### config.mk
export PLATFORM = sky130hd
export DESIGN_NAME = fetch_unit_flat
export DESIGN_NICKNAME = d
export VERILOG_FILES = /design/src/rtl/fetch_unit_pkg.sv /design/src/rtl/fetch_unit_if.sv /design/src/rtl/fetch_unit_fifo.sv /design/src/rtl/fetch_unit.sv /design/src/flat_wrapper.sv
export SDC_FILE = /design/constraint.sdc
export NUM_CORES = 1
export LEC_CHECK = 0
export CAP_MARGIN = 15
export CELL_PAD_IN_SITES_DETAIL_PLACEMENT = 1
export CELL_PAD_IN_SITES_GLOBAL_PLACEMENT = 2
export CORE_ASPECT_RATIO = 1.4
export CORE_UTILIZATION = 43
export DETAILED_ROUTE_END_ITERATION = 12
export PLACE_DENSITY_LB_ADDON = 0.2
export SETUP_SLACK_MARGIN = 0.15
export SYNTH_ARGS = -nofsm -noshare
export SYNTH_HDL_FRONTEND = slang
export SYNTH_SLANG_ARGS = --single-unit
### constraint.sdc
create_clock -name clk -period 9.2 [get_ports clk]
set_clock_uncertainty 0.05 [all_clocks]
set_input_delay 0.92 -clock clk [delete_from_list [all_inputs] [get_ports clk]]
set_output_delay 0.92 -clock clk [all_outputs]
set_load 0.005 [all_outputs]
### src/rtl/fetch_unit_pkg.sv
// Shared types and constants for the instruction fetch front end.
// Holds FSM encodings and instruction field positions.
package fetch_unit_pkg;

  typedef enum logic [1:0] {
    S_IDLE,
    S_FETCH,
    S_HOLD,
    S_DISCARD
  } state_t;

  localparam int DEF_INSTR_BYTES = 2;

  localparam int OPC_HI = 15;
  localparam int OPC_LO = 12;
  localparam int RD_HI  = 11;
  localparam int RD_LO  = 8;
  localparam int RS_HI  = 7;
  localparam int RS_LO  = 4;
  localparam int RT_HI  = 3;
  localparam int RT_LO  = 0;
  localparam int IMM_HI = 7;
  localparam int IMM_LO = 0;

  function automatic logic [3:0] opcode_of(
    input logic [15:0] instr
  );
    return instr[OPC_HI:OPC_LO];
  endfunction

endpackage

### src/rtl/fetch_unit_if.sv
// Fetch unit bus: imem handshake, decode handshake and redirect.
// master = fetch unit side, slave = memory/decode side.
interface fetch_unit_if #(
  parameter int ADDR_W  = 16,
  parameter int INSTR_W = 16,
  parameter int DEPTH   = 4
);
  localparam int CW = $clog2(DEPTH) + 1;

  logic               imem_req;
  logic [ADDR_W-1:0]  imem_addr;
  logic               imem_ack;
  logic [INSTR_W-1:0] imem_rdata;

  logic               out_valid;
  logic               out_ready;
  logic [INSTR_W-1:0] out_instr;
  logic [ADDR_W-1:0]  out_pc;
  logic [ADDR_W-1:0]  out_pc_next;

  logic               redirect_valid;
  logic               redirect_branch;
  logic [ADDR_W-1:0]  redirect_pc;
  logic [7:0]         redirect_imm;
  logic [ADDR_W-1:0]  redirect_target;

  logic [CW-1:0]      fifo_count;

  modport master (
    output imem_req, imem_addr,
    input  imem_ack, imem_rdata,
    output out_valid, out_instr,
    output out_pc, out_pc_next,
    input  out_ready,
    input  redirect_valid, redirect_branch,
    input  redirect_pc, redirect_imm,
    input  redirect_target,
    output fifo_count
  );

  modport slave (
    input  imem_req, imem_addr,
    output imem_ack, imem_rdata,
    input  out_valid, out_instr,
    input  out_pc, out_pc_next,
    output out_ready,
    output redirect_valid, redirect_branch,
    output redirect_pc, redirect_imm,
    output redirect_target,
    input  fifo_count
  );

endinterface

### src/rtl/fetch_unit_fifo.sv
// Prefetch FIFO with flush and a registered head.
// Payload is opaque: {instr, pc_next, pc} from the fetch unit.
module fetch_unit_fifo
  import fetch_unit_pkg::*;
#(
  parameter int W     = 48,
  parameter int DEPTH = 4,
  localparam int AW   = $clog2(DEPTH)
) (
  input  logic         clk,
  input  logic         rst,
  input  logic         flush,
  input  logic         push,
  input  logic [W-1:0] wdata,
  input  logic         pop,
  output logic         valid,
  output logic [W-1:0] rdata,
  output logic [AW:0]  count
);

  logic [W-1:0] mem [DEPTH];
  logic [AW:0]  wptr;
  logic [AW:0]  rptr;
  logic [AW:0]  wptr_n;
  logic [AW:0]  rptr_n;

  assign wptr_n = wptr + (AW+1)'(push);
  assign rptr_n = rptr + (AW+1)'(pop);
  assign count  = wptr - rptr;

  always_ff @(posedge clk) begin
    if (push) mem[wptr[AW-1:0]] <= wdata;
  end

  // Head register looks ahead so it is valid the cycle after a push.
  always_ff @(posedge clk or posedge rst) begin
    if (rst) begin
      wptr  <= '0;
      rptr  <= '0;
      valid <= 1'b0;
      rdata <= '0;
    end else if (flush) begin
      wptr  <= '0;
      rptr  <= '0;
      valid <= 1'b0;
    end else begin
      wptr  <= wptr_n;
      rptr  <= rptr_n;
      valid <= wptr_n != rptr_n;
      if (push && rptr_n == wptr)
        rdata <= wdata;
      else
        rdata <= mem[rptr_n[AW-1:0]];
    end
  end

endmodule

### src/rtl/fetch_unit.sv
// Instruction fetch front end: PC sequencer, imem req/ack,
// prefetch FIFO and branch/jump redirect with in-flight discard.
module fetch_unit
  import fetch_unit_pkg::*;
#(
  parameter int ADDR_W      = 16,
  parameter int INSTR_W     = 16,
  parameter int INSTR_BYTES = DEF_INSTR_BYTES,
  parameter int DEPTH       = 4,
  parameter logic [ADDR_W-1:0] RESET_PC = '0
) (
  input logic clk,
  input logic rst,
  fetch_unit_if.master bus
);

  localparam int SH = $clog2(INSTR_BYTES);
  localparam int CW = $clog2(DEPTH) + 1;
  localparam int PW = INSTR_W + 2 * ADDR_W;
  localparam logic [ADDR_W-1:0] STEP =
    ADDR_W'(INSTR_BYTES);
  localparam logic [ADDR_W-1:0] ALIGN =
    ~ADDR_W'(INSTR_BYTES - 1);

  state_t            state;
  logic [ADDR_W-1:0] fetch_pc;
  logic [ADDR_W-1:0] pc_inc;
  logic [ADDR_W-1:0] offset;
  logic [ADDR_W-1:0] target;
  logic              ack;
  logic              push;
  logic              pop;
  logic              head_valid;
  logic [PW-1:0]     head;
  logic [CW-1:0]     count;
  logic [CW-1:0]     count_after;

  assign ack  = bus.imem_req & bus.imem_ack;
  assign push = ack & (state == S_FETCH)
              & ~bus.redirect_valid;
  assign pop  = head_valid & bus.out_ready;

  assign count_after = count + CW'(push) - CW'(pop);
  assign pc_inc      = fetch_pc + STEP;

  assign offset = {{(ADDR_W-8){bus.redirect_imm[7]}},
                   bus.redirect_imm} << SH;

  always_comb begin
    target = bus.redirect_target & ALIGN;
    if (bus.redirect_branch)
      target = bus.redirect_pc + STEP + offset;
  end

  fetch_unit_fifo #(
    .W     (PW),
    .DEPTH (DEPTH)
  ) u_fifo (
    .clk   (clk),
    .rst   (rst),
    .flush (bus.redirect_valid),
    .push  (push),
    .wdata ({bus.imem_rdata, pc_inc, fetch_pc}),
    .pop   (pop),
    .valid (head_valid),
    .rdata (head),
    .count (count)
  );

  assign bus.out_valid = head_valid;
  assign {bus.out_instr, bus.out_pc_next, bus.out_pc} = head;
  assign bus.fifo_count = count;

  always_ff @(posedge clk or posedge rst) begin
    if (rst) begin
      state         <= S_IDLE;
      fetch_pc      <= RESET_PC;
      bus.imem_req  <= 1'b0;
      bus.imem_addr <= RESET_PC;
    end else begin
      unique case (state)
        S_IDLE: begin
          state         <= S_FETCH;
          bus.imem_req  <= 1'b1;
          bus.imem_addr <= fetch_pc;
        end
        S_FETCH: begin
          if (bus.redirect_valid) begin
            fetch_pc <= target;
            if (ack) bus.imem_addr <= target;
            else     state <= S_DISCARD;
          end else if (ack) begin
            fetch_pc      <= pc_inc;
            bus.imem_addr <= pc_inc;
            if (count_after == CW'(DEPTH)) begin
              state        <= S_HOLD;
              bus.imem_req <= 1'b0;
            end
          end
        end
        S_HOLD: begin
          if (bus.redirect_valid) begin
            fetch_pc      <= target;
            bus.imem_addr <= target;
            state         <= S_FETCH;
            bus.imem_req  <= 1'b1;
          end else if (count_after < CW'(DEPTH)) begin
            state        <= S_FETCH;
            bus.imem_req <= 1'b1;
          end
        end
        S_DISCARD: begin
          // Stale address stays on the bus until its ack.
          if (bus.redirect_valid) fetch_pc <= target;
          if (ack) begin
            state         <= S_FETCH;
            bus.imem_addr <= bus.redirect_valid
                           ? target : fetch_pc;
          end
        end
        default: state <= S_IDLE;
      endcase
    end
  end

endmodule

### src/flat_wrapper.sv
// flat-port wrapper written by rule: the top's interface ports become plain ports
module fetch_unit_flat import fetch_unit_pkg::*;
#(
  parameter int ADDR_W      = 16,
  parameter int INSTR_W     = 16,
  parameter int INSTR_BYTES = DEF_INSTR_BYTES,
  parameter int DEPTH       = 4,
  parameter logic [ADDR_W-1:0] RESET_PC = '0
)
  (clk, rst, bus_imem_req, bus_imem_addr, bus_imem_ack, bus_imem_rdata, bus_out_valid, bus_out_instr, bus_out_pc, bus_out_pc_next, bus_out_ready, bus_redirect_valid, bus_redirect_branch, bus_redirect_pc, bus_redirect_imm, bus_redirect_target, bus_fifo_count);
  fetch_unit_if #(.ADDR_W(ADDR_W), .INSTR_W(INSTR_W), .DEPTH(DEPTH)) bus_i ();
  input logic clk;
  input logic rst;
  output wire logic [$bits(bus_i.imem_req)-1:0] bus_imem_req;
  output wire logic [$bits(bus_i.imem_addr)-1:0] bus_imem_addr;
  input wire logic [$bits(bus_i.imem_ack)-1:0] bus_imem_ack;
  input wire logic [$bits(bus_i.imem_rdata)-1:0] bus_imem_rdata;
  output wire logic [$bits(bus_i.out_valid)-1:0] bus_out_valid;
  output wire logic [$bits(bus_i.out_instr)-1:0] bus_out_instr;
  output wire logic [$bits(bus_i.out_pc)-1:0] bus_out_pc;
  output wire logic [$bits(bus_i.out_pc_next)-1:0] bus_out_pc_next;
  input wire logic [$bits(bus_i.out_ready)-1:0] bus_out_ready;
  input wire logic [$bits(bus_i.redirect_valid)-1:0] bus_redirect_valid;
  input wire logic [$bits(bus_i.redirect_branch)-1:0] bus_redirect_branch;
  input wire logic [$bits(bus_i.redirect_pc)-1:0] bus_redirect_pc;
  input wire logic [$bits(bus_i.redirect_imm)-1:0] bus_redirect_imm;
  input wire logic [$bits(bus_i.redirect_target)-1:0] bus_redirect_target;
  output wire logic [$bits(bus_i.fifo_count)-1:0] bus_fifo_count;
  assign bus_imem_req = bus_i.imem_req;
  assign bus_imem_addr = bus_i.imem_addr;
  assign bus_i.imem_ack = bus_imem_ack;
  assign bus_i.imem_rdata = bus_imem_rdata;
  assign bus_out_valid = bus_i.out_valid;
  assign bus_out_instr = bus_i.out_instr;
  assign bus_out_pc = bus_i.out_pc;
  assign bus_out_pc_next = bus_i.out_pc_next;
  assign bus_i.out_ready = bus_out_ready;
  assign bus_i.redirect_valid = bus_redirect_valid;
  assign bus_i.redirect_branch = bus_redirect_branch;
  assign bus_i.redirect_pc = bus_redirect_pc;
  assign bus_i.redirect_imm = bus_redirect_imm;
  assign bus_i.redirect_target = bus_redirect_target;
  assign bus_fifo_count = bus_i.fifo_count;
  fetch_unit #(.ADDR_W(ADDR_W), .INSTR_W(INSTR_W), .INSTR_BYTES(INSTR_BYTES), .DEPTH(DEPTH), .RESET_PC(RESET_PC)) u_core (.clk(clk), .rst(rst), .bus(bus_i));
endmodule
==> results of run 1 <==
==> sequential cells by signal, summed over array words and instances (netlist names) <==
name                  cells
u_core.u_fifo.mem       188
u_core.bus.imem_addr     16
u_core.fetch_pc          16
u_core.u_fifo.wptr        3
u_core.bus.imem_req       1
u_core.u_fifo.rdata      47
u_core.u_fifo.rptr        3
u_core.state              2
u_core.u_fifo.valid       1
==> synth_stat cells, types with 10 or more instances <==
cell type,number
mux2i_1,13
nand3_1,10
o21ai_0,36
clkbuf_1,33
inv_1,24
dfrtp_1,89
mux4_2,47
nor3_1,20
buf_2,18
ha_1,35
nand2_1,99
a21oi_1,30
o211ai_1,12
nor2_1,91
o22ai_1,35
xnor2_1,33
edfxtp_1,188
a22oi_1,21
==> critical path: stages, from the launching register on <==
cell	delay (ns)
dfrtp_1	0.46
inv_1	0.14
ha_1	0.23
fa_1	0.38
xnor2_1	0.37
clkdlybuf4s50_1	0.60
==> cells in the final DEF, fill, tap and decap left out, drive strengths merged, types with 9 or more instances in the layout <==
cell type	instances
nor3	21
buf	20
nand2	100
a211oi	10
clkinv	10
clkbuf	36
edfxtp	188
inv	25
o21ai	39
o22ai	35
nand3	12
or3	9
nor2	91
mux4	47
ha	35
a31oi	9
a22oi	21
o211ai	13
xnor2	34
a21oi	30
mux2i	13
clkdlybuf4s50	128
dfrtp	89
==> layer usage <==
layer | wire length (um) | track usage (%) | part of all wire [%]
met5 | 0 | 0 | 0
met4 | 646 | 6.298 | 1.9
met3 | 1102 | 2.000 | 3.2
met2 | 17880 | 40.56 | 53
met1 | 14410 | 29.09 | 42
==> how the worst max path moves through the flow <==
stage                                    startpoint                             endpoint  slack (ns)  cells after the start
global route        u_core.u_fifo.wptr[0]$_DFF_PP0_                    bus_fifo_count[2]        5.34                      5
CTS                 u_core.u_fifo.wptr[0]$_DFF_PP0_                    bus_fifo_count[2]        5.46                      5
floorplan                        bus_redirect_valid   u_core.u_fifo.mem[1][10]$_DFFE_PP_        4.16                      3
finish              u_core.u_fifo.wptr[0]$_DFF_PP0_                    bus_fifo_count[2]        5.52                      5
detailed placement                    bus_out_ready  u_core.u_fifo.rdata[14]$_DFFE_PP0N_        5.02                      9
global placement                      bus_out_ready  u_core.u_fifo.rdata[14]$_DFFE_PP0N_        5.05                      9
==> through the flow <==
| step | worst slack [ns] | cell area [sq um] |
|---|---|---|
| CTS | 5.458 | 15520 |
| global route | 5.343 | 15520 |
| floorplan | 4.161 | 12980 |
| global placement | 5.053 | 14640 |
| finish | 5.520 | 15520 |
| detailed placement | 5.019 | 14640 |
==> layout make-up <==
cell class / instances / area (sq um)
multi-input combinational: 621 / 4770
timing repair buffer: 148 / 1429
inverter: 25 / 96.34
fill: 2964 / 13930
sequential: 277 / 7873
clock inverter: 12 / 115.1
clock buffer: 36 / 759.5
tap: 380 / 475.5
==> power breakdown <==
group          leakage (nW)  switching [mW]  total, mW  internal, mW
sequential             2.75           0.171       1.69          1.52
clock                 0.436           0.465       1.10         0.634
combinational          2.40           0.465      0.889         0.424
==> kinds of logic after synthesis <==
family                   share of synthesized area [%]
adder cells (fa/ha/maj)                          3.837
multiplexers                                     9.505
flip-flops                                       60.66
buffers and inverters                            2.892
XOR/XNOR                                         2.892
AND/OR/NAND/NOR                                  9.399
AO/OA/AOI/OAI                                    10.82
==> impl_metrics.csv, run 1 <==
group,metric,value,unit
yosys,synth_area,0.01298,sq mm
worst_setup_path,ff2ff_path_depth,11,
final_layout,drive_above_1_share,12.51,%
hold_path,min-delay-start,"u_core.u_fifo.rdata[6]$_DFFE_PP0N_",
timing,finalMaxSlewViolations,0,
detailed_routing,route.detailed.drc,0,
hold_path,holdPathStages,2,
final_layout,antennaDiodeCount,0,
global_route,antenna_found_initial,0,
timing,slew-limit-headroom,31.69,%
die,core_area,0.02944,sq mm
yosys,netlist_instances,987,
worst_setup_path,worstSetupEndpointType,"output port",
worst_setup_path,reg2reg_from,"u_core.state[0]$_DFFE_PP0P_",
clock_network,clk_pin_slew,0.06,ns
yosys,synthDistinctLibCells,75,
global_route,grt_overflow,0,
clock_network,cts_setup_buffers,0,
timing,final_hold_viol_count,0,
clock_network,cts_sinks,277,
clock_network,htree_levels,1,
detailed_routing,dr.first_iter.drc_count,452,
detailed_routing,drt-total-wl,34030,um
final_layout,syn2layout_area_growth,19.56,%
timing,layout_worst_path_cycle_share,40.00,%
timing,tns,0,ns
clock_network,clockBufferDepth,3,
clock_network,ctsHoldBuffers,0,
detailed_routing,viasPerCell,5.788,
timing,whs,0.4374,ns
timing,clock.fmax,271.7,MHz
clock_network,clock-root-buffer,"clkbuf_16",
global_route,gr-usage-all-layers,22.65,%
run,maxCapViolations,0,
timing,setup_viol,0,
global_route,grt_pass1_vias,9341,
die,fp.dieH,207.6,um
die,rows,74,
worst_setup_path,crit_arrival,2.71,ns
yosys,netlist.area_leader.share,43.50,%
detailed_routing,via_count,8676,
pwr,irDropWorstVdd,0.1470,mV
final_layout,fin_util,52.70,%
worst_setup_path,r2r_slack,5.99,ns
final_layout,final_cells,1499,
pwr,finalPower,3.679,mW
yosys,ys_seq_area_share,60.66,%
timing,worstMarginPinSlew,1.025,ns
clock_network,cts_resized,0,
clock_network,cts_buffers,26,
pwr,powerDensity,237.1,mW/mm^2
yosys,synth_top_area_cell,"edfxtp_1",
yosys,synth_edf_count,188,
yosys,synth_nets,1087,
detailed_routing,routedWlPerCell,22.70,um
global_route,grt_max_degree,64,
timing,rsz0062_at_grt,"false",
worst_setup_path,cp_max_fo,5,
yosys,ys_async_sr_fraction,32.13,%
yosys,yosys_warnings,0,
placement,port_buffers,129,
yosys,syn_area_per_cell,13.15,sq um
placement,placed_cells,1451,
clock_network,cts_tree,"yes",
die,die-area,0.03089,sq mm
placement,place.gp.congestion,0.7990,
final_layout,nets,1199,
run_status,status,"complete, no violations",
die,die_x,148.8,um
worst_setup_path,r2r-end,"u_core.bus.imem_req$_DFFE_PP0P_",
clock_network,clock_latency,0.54,ns
die,start_util,44.08,%
placement,dpl.hpwl,22060,um
hold_path,min_to,"u_core.u_fifo.rdata[6]$_DFFE_PP0N_",
worst_setup_path,critPathKind,"reg2out",
worst_setup_path,worstPathRequired,8.23,ns
hold_path,hold_class,"reg2reg",
yosys,synth_top_flop_cell,"edfxtp_1",
timing,fin_crit,3.680,ns
global_route,grt_pass1_wl,53630,um
detailed_routing,antenna_left,0,
yosys,ys_ff_latch,277,
pwr,power.leakage,5.589,nW
die,ios,131,
yosys,synth_area_leaders,"edfxtp_1 (43%), dfrtp_1 (17%), mux4_2 (8.2%)",
detailed_routing,dr.pass1.iters,4,
worst_setup_path,cp-start-kind,"flip-flop",
(Power assumes the default switching activity.)
==> run 2, diff against run 1 <==
Settings changed: CORE_UTILIZATION 43 to 36.
Clock period 9.2 ns to 3.06 ns, I/O delays scaled along.
==> run 2 against run 1 <==
  * Final cell count grew 9.1%
  * Sequential power grew to 2.9 times the previous value
  * Flip-flop and latch count is the same
  * Critical endpoint is now bus_fifo_count[1]
  * Largest power group unchanged
==> impl_metrics.csv, run 2 (same netlist as run 1, synthesis figures left out) <==
group,metric,value,unit
final_layout,n_fill_cell,3660,
pwr,irDropWorstVdd,0.3796,mV
run_status,status,"complete, no violations",
worst_setup_path,worstSetupEndpointType,"output port",
pwr,finalPower,11.37,mW
final_layout,antennaDiodeCount,0,
clock_network,clock-root-buffer,"clkbuf_16",
detailed_routing,antenna_left,0,
worst_setup_path,critPathKind,"reg2out",
worst_setup_path,cp-start-kind,"flip-flop",
die,core_area,0.03527,sq mm
clock_network,cts_buffers,26,
run,maxCapViolations,0,
worst_setup_path,crit_end,"bus_fifo_count[1]",
clock_network,clockBufferDepth,3,
timing,fin_crit,2.776,ns
timing,slew-limit-headroom,47.06,%
placement,place_area,0.01526,sq mm
final_layout,drive_above_1_share,17.13,%
global_route,grt_max_degree,78,
detailed_routing,via_count,8827,
placement,pre_cts_ws,-0.2209,ns
timing,layout_worst_path_cycle_share,90.73,%
global_route,grt_pass1_wl,56010,um
die,ios,131,
clock_network,htree_levels,1,
worst_setup_path,r2r_slack,0.35,ns
final_layout,final_common_cell,"edfxtp_1",
pwr,powerDensity,702.7,mW/mm^2
detailed_routing,routedWlPerCell,21.76,um
worst_setup_path,reg2reg_from,"u_core.u_fifo.wptr[0]$_DFF_PP0_",
die,die_x,162.5,um
final_layout,fin_area,0.01618,sq mm
clock_network,cts_tree,"yes",
timing,worstMarginPinSlew,0.7912,ns
pwr,power.leakage,5.937,nW
clock_network,clk_pin_slew,0.07,ns
final_layout,regArea,0.007874,sq mm
final_layout,nets,1259,
timing,final_hold_viol_count,0,
worst_setup_path,ff2ff_path_depth,9,
timing,setup_viol,0,
global_route,antenna_found_initial,0,
die,fp.dieH,226.7,um
timing,fin_ws,0.2835,ns
detailed_routing,drt-total-wl,35570,um
placement,place.gp.congestion,0.8045,
global_route,grt_overflow,0,
placement,dpl.hpwl,24430,um
clock_network,clock_latency,0.55,ns
final_layout,multi_input_area,0.004803,sq mm
timing,rsz0062_at_grt,"false",
detailed_routing,route.detailed.drc,0,
worst_setup_path,startpoint,"u_core.u_fifo.wptr[0]$_DFF_PP0_",
die,die-area,0.03683,sq mm
worst_setup_path,cp_max_fo,3,
die,rows,81,
timing,tns,0,ns
die,start_util,36.80,%
hold_path,hold_class,"in2async",
final_layout,largest_reg_flops,188,
detailed_routing,dr.pass1.iters,5,
placement,placed_cells,1584,
placement,port_buffers,129,
worst_setup_path,worstPathRequired,2.70,ns
timing,clock.fmax,360.2,MHz
detailed_routing,viasPerCell,5.399,
clock_network,cts_sinks,277,
global_route,grt_pass1_vias,9625,
final_layout,layout_common_cells,"edfxtp_1 (188), clkdlybuf4s50_1 (127), nand2_1 (99)",
final_layout,syn2layout_area_growth,24.69,%
final_layout,final_cells,1635,
worst_setup_path,r2r-end,"u_core.bus.imem_req$_DFFE_PP0P_",
global_route,gr-usage-all-layers,20.12,%
detailed_routing,dr.first_iter.drc_count,542,
worst_setup_path,crit_arrival,2.42,ns
timing,finalMaxSlewViolations,0,
-- run 2: power by group --
group	switching, mW	internal, mW
Combinational	1.59	1.47
Sequential	0.391	4.57
Clock	1.41	1.92
-- run 2: cell type report --
type | count | share of cell area (%)
clock buffer | 33 | 4.438
clock inverter | 15 | 1.013
inverter | 25 | 0.5953
multi-input combinational | 621 | 29.68
sequential | 277 | 48.65
tap | 456 | 3.526
timing repair buffer | 208 | 12.09
-- run 2: critical path, stage by stage (launching register included) --
cell,delay (ns)
dfrtp_1,0.38
inv_1,0.19
ha_1,0.20
fa_1,0.53
inv_1,0.09
clkdlybuf4s50_1,0.49
-- run 2: how the worst min path moves through the flow --
stage                                              startpoint                                   to  slack [ns]  cells past startpoint
after floorplan                             bus_imem_rdata[0]   u_core.u_fifo.mem[0][32]$_DFFE_PP_        0.35                      0
after global placement    u_core.u_fifo.rdata[14]$_DFFE_PP0N_  u_core.u_fifo.rdata[14]$_DFFE_PP0N_        0.42                      2
after detailed placement  u_core.u_fifo.rdata[14]$_DFFE_PP0N_  u_core.u_fifo.rdata[14]$_DFFE_PP0N_        0.43                      2
after CTS                                                 rst  u_core.bus.imem_addr[4]$_DFFE_PP0P_        0.09                      2
after global routing                                      rst  u_core.bus.imem_addr[4]$_DFFE_PP0P_        0.12                      2
final                                                     rst  u_core.bus.imem_addr[4]$_DFFE_PP0P_        0.09                      2
-- run 2: what timing repair did --
item,in CTS,in global routing
hold endpoints to repair,0,0
endpoints found under the setup margin,3,3
hold buffers,0,0
setup buffers,1,2
pin swaps,1,1
resized for setup,2,2
-- run 2: metrics by stage --
| step | util [%] | hold slack (ns) |
|---|---|---|
| after global routing | 45.88 | 0.1180 |
| final | 45.88 | 0.08517 |
| after CTS | 45.82 | 0.09172 |
| after global placement | 43.27 | 0.4159 |
| after detailed placement | 43.27 | 0.4316 |
| after floorplan | - | 0.3549 |
-- run 2: per-layer routing --
| layer | wire length, um | global-route usage [%] | up-vias |
|---|---|---|---|
| met5 | 0 | 0 | - |
| met4 | 768 | 5.873 | 0 |
| met3 | 1281 | 2.305 | 45 |
| met2 | 18850 | 37.41 | 188 |
| met1 | 14670 | 24.15 | 4521 |
| li1 | - | - | 4073 |
==> run 3, diff against run 2 <==
Settings changed: ABC_AREA set to 1, CORE_UTILIZATION 36 to 34, CTS_BUF_LIST set to sky130_fd_sc_hd__clkbuf_8.
==> run 3 against run 2 <==
  * Clock power rose by 10%
  * Core utilization is 2.6 points lower
  * Non-clock buffer count decreased by 18
  * Final cell count rose by 22%
  * Global-route usage is 0.071 points higher
  * Power rose by 26%
  * Critical endpoint is now u_core.state[0]$_DFFE_PP0P_
  * First-iteration DRC count up 6.5%
  * Setup slack got worse by 0.024 ns
  * Critical path type is now reg2reg
==> impl_metrics.csv, run 3 <==
group,metric,value,unit
yosys,synthTopCellsByCount,"nand2_1 (258), o21ai_0 (193), edfxtp_1 (188)",
clock_network,cts_tree,"yes",
global_route,grt_overflow,0,
worst_setup_path,cp-start-kind,"flip-flop",
run_status,status,"complete, no violations",
yosys,ys_async_sr_fraction,32.13,%
pwr,powerDensity,874.4,mW/mm^2
yosys,netlist_instances,1313,
global_route,antenna_found_initial,1,
yosys,ys_seq_area_share,60.27,%
yosys,yosys_warnings,0,
clock_network,cts_setup_buffers,0,
detailed_routing,viasPerCell,5.098,
placement,dpl.hpwl,26530,um
die,die-area,0.03922,sq mm
detailed_routing,route.detailed.drc,0,
yosys,synth_area_leaders,"edfxtp_1 (43%), dfrtp_1 (17%), nand2_1 (7.4%)",
worst_setup_path,worstPathRequired,3.44,ns
die,start_util,34.62,%
detailed_routing,drt-total-wl,38460,um
run,maxCapViolations,0,
detailed_routing,dr.first_iter.drc_count,577,
pwr,finalPower,14.29,mW
yosys,syn_area_per_cell,9.949,sq um
clock_network,cts_buffers,45,
timing,fin_ws,0.2599,ns
clock_network,clk_pin_slew,0.07,ns
yosys,ys_ff_latch,277,
final_layout,fin_util,43.30,%
global_route,grt_pass1_vias,11060,
worst_setup_path,worstSetupEndpointType,"flip-flop",
hold_path,hold_class,"in2reg",
final_layout,nets,1583,
worst_setup_path,critical-path-slowest-cell,"fa_1",
clock_network,htree_levels,2,
worst_setup_path,critPathMaxStageDelay,0.38,ns
yosys,synth_area,0.01306,sq mm
clock_network,clock_latency,0.57,ns
detailed_routing,antenna_left,0,
final_layout,syn2layout_area_growth,25.07,%
placement,placed_cells,1909,
global_route,grt_max_degree,71,
die,ios,131,
final_layout,drive_above_1_share,10.39,%
detailed_routing,dr.pass1.iters,4,
yosys,netlist.area_leader.share,43.22,%
final_layout,fin_area,0.01634,sq mm
final_layout,final_common_cell,"nand2_1",
timing,tns,0,ns
worst_setup_path,crit_arrival,3.18,ns
clock_network,cts_sinks,277,
timing,fin_crit,2.800,ns
clock_network,ctsHoldBuffers,0,
final_layout,layout_common_cells,"nand2_1 (258), o21ai_0 (193), edfxtp_1 (188)",
die,rows,84,
timing,clock.fmax,357.1,MHz
global_route,grt_pass1_wl,60950,um
placement,place_area,0.01528,sq mm
yosys,synthDistinctLibCells,38,
detailed_routing,routedWlPerCell,19.29,um
timing,whs,0.06175,ns
timing,finalMaxSlewViolations,0,
yosys,synth_edf_count,188,
placement,place.gp.congestion,0.8206,
yosys,synth_top_area_cell,"edfxtp_1",
timing,final_hold_viol_count,0,
pwr,power.leakage,6.570,nW
yosys,post-synth-top-count-cell,"nand2_1",
die,die_x,167.7,um
timing,slew-limit-headroom,53.28,%
worst_setup_path,critPathKind,"reg2reg",
timing,layout_worst_path_cycle_share,91.51,%
die,fp.dieH,233.9,um
detailed_routing,via_count,10170,
final_layout,final_cells,1994,
worst_setup_path,cp_max_fo,4,
pwr,irDropWorstVdd,0.2996,mV
timing,worstMarginPinSlew,0.7008,ns
yosys,synth_top_flop_cell,"edfxtp_1",
yosys,synth_nets,1413,
placement,port_buffers,129,
clock_network,clockBufferDepth,3,
die,core_area,0.03773,sq mm
worst_setup_path,path_cells,"inv_1, ha_1, ha_1, inv_1, ha_1, fa_1, xor2_1, xnor2_2, inv_1, nand3_1, nand3_1, nand2_1, o21ai_0",
final_layout,largest_reg_flops,188,
placement,pre_cts_ws,-0.02806,ns
timing,rsz0062_at_grt,"false",
global_route,gr-usage-all-layers,20.19,%
clock_network,clock-root-buffer,"clkbuf_8",
timing,setup_viol,0,
## run 3: changes by cell type after synthesis, moves of 16 or more
cell,change
nand3_1,+43
nand2_1,+159
nor2_1,+43
inv_1,+73
a22oi_1,-19
xnor2_1,-23
mux4_2,-47
clkbuf_1,+18
o21ai_0,+157
o21ai_1,+21
nor3_1,-16
o221ai_1,+23
## run 3: kinds of logic (layout without fill, tap and decap cells)
| logic type | Yosys count | after routing | share of synthesized area, % |
|---|---|---|---|
| flip-flops | 277 | 277 | 60.27 |
| XOR/XNOR | 26 | 26 | 1.743 |
| adder cells (fa/ha/maj) | 38 | 38 | 3.812 |
| multiplexers | 2 | 2 | 0.1533 |
| buffers and inverters | 169 | 376 | 5.125 |
| AO/OA/AOI/OAI | 323 | 323 | 13.82 |
| other | 0 | 1 | 0 |
| AND/OR/NAND/NOR | 478 | 478 | 15.08 |
## run 3: final cells by class
class | instances | area [sq um]
Clock buffer | 53 | 729.5
Antenna cell | 1 | 2.502
Fill cell | 4172 | 21390
Tap cell | 473 | 591.8
Clock inverter | 31 | 321.6
Timing Repair Buffer | 190 | 1858
Inverter | 102 | 385.4
Sequential cell | 277 | 7873
Multi-Input combinational cell | 867 | 4576
## run 3: critical path: cells and delay by family, from the launching register on
family / cells / cell delay (ns)
xor gates and xnor gates: 2 / 0.44
AOI/OAI and AO/OA: 1 / 0.09
adders and majority gates: 4 / 1.16
buffers and inverters: 3 / 0.20
and+or+nand+nor: 3 / 0.37
DFF: 1 / 0.35
## run 3: final timing paths
| check | end | from | slack (ns) | depth (start not counted) |
|---|---|---|---|---|
| max | u_core.state[0]$_DFFE_PP0P_ | u_core.u_fifo.wptr[0]$_DFF_PP0_ | 0.26 | 13 |
| min reg2reg | u_core.u_fifo.rdata[30]$_DFFE_PP0N_ | u_core.u_fifo.rdata[30]$_DFFE_PP0N_ | 0.43 | 2 |
| min | u_core.state[0]$_DFFE_PP0P_ | bus_redirect_valid | 0.06 | 3 |
| min in group asynchronous | u_core.bus.imem_addr[5]$_DFFE_PP0P_ | rst | 0.10 | 2 |
| max reg2reg | u_core.state[0]$_DFFE_PP0P_ | u_core.u_fifo.wptr[0]$_DFF_PP0_ | 0.26 | 13 |
| max in group asynchronous | u_core.u_fifo.rdata[8]$_DFFE_PP0N_ | rst | 2.15 | 3 |
## run 3: power by group
part	internal [mW]	leakage [nW]	switching, mW
logic	2.13	3.23	3.06
clock network	2.18	0.568	1.51
registers	4.91	2.78	0.500
total	9.21	6.57	5.07
## run 3: timing repair
action | 4_1_cts | 5_1_grt
resized for setup | 1 | 1
pin swaps | 1 | 0
setup endpoints to repair | 1 | 3
## run 3: per-layer routing
| metal | routed length, um | global-route usage, % | vias to the layer above |
|---|---|---|---|
| met5 | 0 | 0 | - |
| met2 | 21020 | 39.24 | 205 |
| li1 | - | - | 4906 |
| met1 | 15450 | 22.51 | 4995 |
| met4 | 935 | 6.909 | 0 |
| met3 | 1056 | 2.481 | 60 |
